### config.mk
export PLATFORM = sky130hd
export DESIGN_NAME = pipelined_monotonize
export DESIGN_NICKNAME = d
export VERILOG_FILES = /design/src/rtl/monotonize_pkg.sv /design/src/rtl/monotonize_layer.sv /design/src/rtl/pipelined_monotonize.sv
export SDC_FILE = /design/constraint.sdc
export NUM_CORES = 1
export LEC_CHECK = 0
export CAP_MARGIN = 5
export CORE_MARGIN = 5
export CORE_UTILIZATION = 53
export DETAILED_ROUTE_END_ITERATION = 16
export PLACE_DENSITY = 0.9
export SLEW_MARGIN = 20
export SYNTH_ARGS = -nofsm -noshare
export SYNTH_HDL_FRONTEND = slang
export SYNTH_SLANG_ARGS = --single-unit
### constraint.sdc
create_clock -name clk -period 2.5 [get_ports clk]
set_input_delay 0.375 -clock clk [delete_from_list [all_inputs] [get_ports clk]]
set_output_delay 0.375 -clock clk [all_outputs]
set_load 0.01 [all_outputs]
### src/rtl/monotonize_pkg.sv
// Shared helpers for the pipelined monotonize datapath: layer stride, register
// mask popcount and the control half of a pipeline stage record.
package monotonize_pkg;

  localparam int MAX_VARS = 10;

  // Control bits that accompany the data word through every stage.
  typedef struct packed {
    logic valid;
    logic down;
  } stage_ctrl_t;

  function automatic int stride(input int k);
    return 1 << k;
  endfunction

  function automatic int popcount(input logic [MAX_VARS-1:0] mask);
    int n;
    n = 0;
    for (int i = 0; i < MAX_VARS; i++) n += int'(mask[i]);
    return n;
  endfunction

endpackage

### src/rtl/monotonize_layer.sv
// One closure layer at stride 2^K: ORs each bit with its partner across
// variable K, in the direction selected by down_i.
module monotonize_layer
  import monotonize_pkg::*;
#(
  parameter int VARS = 7,
  parameter int K    = 0
) (
  input  logic                 down_i,
  input  logic [2**VARS-1:0]   data_i,
  output logic [2**VARS-1:0]   data_o
);

  localparam int W = 1 << VARS;
  localparam int S = stride(K);

  for (genvar i = 0; i < W; i++) begin : g_bit
    if ((i & S) != 0) begin : g_hi
      // Variable K is 1 here: upward closure pulls in the assignment with it cleared.
      assign data_o[i] = down_i ? data_i[i] : (data_i[i] | data_i[i-S]);
    end else begin : g_lo
      assign data_o[i] = down_i ? (data_i[i] | data_i[i+S]) : data_i[i];
    end
  end

endmodule

### src/rtl/pipelined_monotonize.sv
// Upward/downward closure over VARS variables with a register after every layer
// whose REG_MASK bit is set; valid/ready with full backpressure.
// Optional macro MONOTONIZE_CHECK_EN adds out_was_mono.
module pipelined_monotonize
  import monotonize_pkg::*;
#(
  parameter int              VARS     = 7,
  parameter logic [VARS-1:0] REG_MASK = 7'b0001000
) (
  input  logic               clk,
  input  logic               rst_n,
  input  logic               in_valid,
  output logic               in_ready,
  input  logic               in_down,
  input  logic [2**VARS-1:0] in_data,
  output logic               out_valid,
  input  logic               out_ready,
  output logic [2**VARS-1:0] out_data,
  output logic               out_down
`ifdef MONOTONIZE_CHECK_EN
  ,
  output logic               out_was_mono
`endif
);

  localparam int W = 1 << VARS;

  typedef struct packed {
    stage_ctrl_t    ctl;
    logic [W-1:0]   data;
`ifdef MONOTONIZE_CHECK_EN
    logic [W-1:0]   orig;
`endif
  } stage_t;

  // node[k] feeds layer k; node[VARS] is the output. rdy[k] is the ready seen by node[k].
  stage_t node [VARS+1];
  logic   rdy  [VARS+1];

  always_comb begin
    node[0]           = '0;
    node[0].ctl.valid = in_valid;
    node[0].ctl.down  = in_down;
    node[0].data      = in_data;
`ifdef MONOTONIZE_CHECK_EN
    node[0].orig      = in_data;
`endif
  end

  assign rdy[VARS] = out_ready;
  assign in_ready  = rdy[0];

  for (genvar k = 0; k < VARS; k++) begin : g_layer
    logic [W-1:0] lyr_data;
    stage_t       nxt_d;

    monotonize_layer #(
      .VARS (VARS),
      .K    (k)
    ) u_layer (
      .down_i (node[k].ctl.down),
      .data_i (node[k].data),
      .data_o (lyr_data)
    );

    // NOTE: the whole record is defaulted before the data override, so no field can hold a latch.
    always_comb begin
      nxt_d      = node[k];
      nxt_d.data = lyr_data;
    end

    if (REG_MASK[k]) begin : g_reg
      localparam bit IS_LAST = ((REG_MASK >> (k + 1)) == '0);
      stage_t stage_q;

      // NOTE: inner stages reset only their valid bit; the last stage also clears data so the outputs read 0.
      always_ff @(posedge clk) begin
        if (!rst_n) begin
          if (IS_LAST) stage_q <= '0;
          else         stage_q.ctl.valid <= 1'b0;
        end else if (rdy[k]) begin
          stage_q <= nxt_d;
        end
      end

      assign node[k+1] = stage_q;
      assign rdy[k]    = !stage_q.ctl.valid || rdy[k+1];
    end else begin : g_comb
      assign node[k+1] = nxt_d;
      assign rdy[k]    = rdy[k+1];
    end
  end

  assign out_valid = node[VARS].ctl.valid;
  assign out_down  = node[VARS].ctl.down;
  assign out_data  = node[VARS].data;

`ifdef MONOTONIZE_CHECK_EN
  // Gated by valid so the reset state (data and copy both zero) reads as 0.
  assign out_was_mono = node[VARS].ctl.valid && (node[VARS].orig == node[VARS].data);
`endif

endmodule

==> flow_metrics.env <==
export IMPL_status="complete, no violations"
export IMPL_drc=0
export IMPL_most_common_layout_cells="clkdlybuf4s50_1, nor2_1, o21ai_0"
export IMPL_grt_pass1_vias=11800
export IMPL_rr_endpoint="g_layer[3].g_reg.stage_q[123]$_SDFFE_PN0P_"
export IMPL_rr_worst_depth=6
export IMPL_placed_cell_area_um2=12600
export IMPL_drt_iter0_markers=1995
export IMPL_ys_warn_count=0
export IMPL_arrival_ps=2100
export IMPL_vias=13000
export IMPL_cts_buffers=17
export IMPL_vias_per_cell=7.05
export IMPL_synthesis_nets=1461
export IMPL_port_buffers=263
export IMPL_gp_congestion=1.04
export IMPL_max_cap_violations=0
export IMPL_min_period_ps=2470
export IMPL_ir_drop_mv=0.587
export IMPL_overflow=0
export IMPL_finalHoldViolCount=0
export IMPL_ys_top_cells_by_area="dfxtp_1, o21bai_1, nor4_1"
export IMPL_clockRootBuffer="clkbuf_16"
export IMPL_post_route_cell_area_um2=13400
export IMPL_syn_area_per_cell_um2=7.08
export IMPL_routedWlPerCell_um=24.7
export IMPL_areaGrowthSynthToFinish_pct=42.3
export IMPL_start_util_pct=54.2
export IMPL_slew_limit_headroom_pct=50.8
export IMPL_core_area_um2=17400
export IMPL_worstPathRequired_ps=2120
export IMPL_reg2reg_setup_slack_ps=860
export IMPL_chipHeight_um=143
export IMPL_drive_gt1_share_pct=11.4
export IMPL_nFillCells=1292
export IMPL_endpoint_kind="output port"
export IMPL_dp_hpwl_mm=34.3
export IMPL_grt_max_degree=92
export IMPL_setup_violations=0
export IMPL_cts_sinks=130
export IMPL_synthFlopType="dfxtp_1"
export IMPL_yosys_register_bits=130
export IMPL_detail_route_antenna_nets=0
export IMPL_grt_usage_pct=42.6
export IMPL_p_leak_nw=5.11
export IMPL_final_common_cell="clkdlybuf4s50_1"
export IMPL_synthCells=1328
export IMPL_async_flop_share_pct=0
export IMPL_num_rows=48
export IMPL_synth_area_um2=9400
export IMPL_dieArea_um2=20500
export IMPL_yosysSeqAreaShare_pct=27.7
export IMPL_clk_latency_ps=420
export IMPL_synth_edff_count=0
export IMPL_cts_max_path_buffers=2
export IMPL_drt_pass1_iter_count=6
export IMPL_yosys_area_top_type="dfxtp_1"
export IMPL_crit_path_max_fanout=72
export IMPL_critPathLaunch="out_down$_SDFFE_PN0P_"
export IMPL_start_kind="register"
export IMPL_drv_slew=0
export IMPL_h_tree_depth=4
export IMPL_finalSetupTns_ps=0
export IMPL_worstMarginPinSlew_ps=731
export IMPL_worstReg2RegStart="out_valid$_SDFFE_PN0P_"
export IMPL_critPathCapture="out_data[88]"
export IMPL_crit_type="register to output port"
export IMPL_rsz0062_at_grt="yes"
export IMPL_synthDistinctLibCells=66
export IMPL_wl_mm=45.4
export IMPL_cts_tree="built"
export IMPL_fin_nets=1732
export IMPL_fin_crit_sh_pct=98.9
export IMPL_antenna_found_initial=1
export IMPL_die_w_um=143
export IMPL_grt_pass1_wl_mm=68.2
export IMPL_synth_top_area_share_pct=27.7
export IMPL_io_pins=264
export IMPL_min_path_type="input port to register"
export IMPL_clk_pin_slew_worst_paths_ps=60
export IMPL_postCtsSetupBuffers=0
export IMPL_power_density_nw_per_um2=546
export IMPL_fmax_mhz=404
export IMPL_clock_skew_ps=9.84
## state kept, by name (all words and copies together) (netlist names)
register / cells
g_layer.g_reg.stage_q: 128
out_down: 1
out_valid: 1
## synth_stat cells, types with 8 or more instances
library cell and count:
nor2_1 145, dfxtp_1 130, a21oi_1 128, o21ai_0 127
nor3_1 118, nor4_1 103, o21bai_1 101, clkbuf_1 50
nand2_1 49, a31oi_1 41, or3_1 37, buf_2 30
nand2b_1 29, nor2b_1 28, inv_1 26, or4_1 26
a21o_1 22, o211ai_1 13, o221ai_1 10, buf_4 9
o41ai_1 8
## cell families after synthesis
kind of cell           Yosys count  synth area share, %
and+or+nand+nor                566                 32.1
AOI/OAI and AO/OA              502                 33.6
DFF                            130                 27.7
buffers and inverters          126                 6.14
muxes                            4                0.452
## report_power, final
part	internal (mW)	total, mW	leakage, nW	switching (mW)
registers	2.25	2.54	1.10	0.298
clock network	1.60	2.65	0.303	1.05
logic	1.00	2.11	3.71	1.11
## routing by layer
| metal | up-vias | GRT usage [%] | share of wire (%) |
|---|---|---|---|
| met5 | - | 0 | 0 |
| met1 | 5951 | 55.6 | 36 |
| met4 | 0 | 22.1 | 6.4 |
| met3 | 218 | 11.1 | 15 |
| li1 | 5625 | - | - |
| met2 | 1163 | 65.0 | 43 |
## layout make-up
| cell class | instances | area (um^2) | area share (%) |
|---|---|---|---|
| clock buffer | 17 | 425 | 3.18 |
| inverter | 28 | 108 | 0.804 |
| sequential | 130 | 2620 | 19.6 |
| multi-input combinational | 1072 | 6340 | 47.4 |
| antenna | 2 | 5.00 | 0.0374 |
| tap | 225 | 282 | 2.10 |
| timing repair buffer | 350 | 3410 | 25.5 |
| clock inverter | 15 | 195 | 1.46 |
## critical path, stage by stage, from the launching register on
cell,delay (ps)
dfxtp_4,380
buf_12,270
nor2b_1,340
o21bai_1,150
clkdlybuf4s50_1,500
## metrics by stage
step | instances | utilization (%) | hold WS (ps) | power, mW | worst slack [ps]
global route | 1837 | 77.1 | 363 | 7.53 | -163
finish | 1839 | 77.1 | 367 | 7.30 | 27.1
global placement | 1805 | 72.5 | 563 | 4.55 | 359
CTS | 1837 | 76.3 | 337 | 7.20 | 0.205
floorplan | 1328 | - | 499 | 3.39 | 824
detailed placement | 1805 | 72.5 | 572 | 4.58 | 353
## repair_timing
item,4_1_cts,5_1_grt
hold buffers,0,0
setup endpoints to repair,13,35
gates resized for setup,21,41
pin swaps,0,1
## worst min-delay path by stage
stage,start,endpoint,cells after the start
finish,rst_n,g_layer[3].g_reg.stage_q[14]$_SDFFE_PN0P_,3
global route,rst_n,g_layer[3].g_reg.stage_q[94]$_SDFFE_PN0P_,3
CTS,rst_n,g_layer[3].g_reg.stage_q[61]$_SDFFE_PN0P_,3
detailed placement,g_layer[3].g_reg.stage_q[82]$_SDFFE_PN0P_,g_layer[3].g_reg.stage_q[82]$_SDFFE_PN0P_,2
global placement,g_layer[3].g_reg.stage_q[122]$_SDFFE_PN0P_,g_layer[3].g_reg.stage_q[122]$_SDFFE_PN0P_,2
floorplan,in_valid,out_valid$_SDFFE_PN0P_,1
No activity file was read; power rests on OpenSTA's default activity.
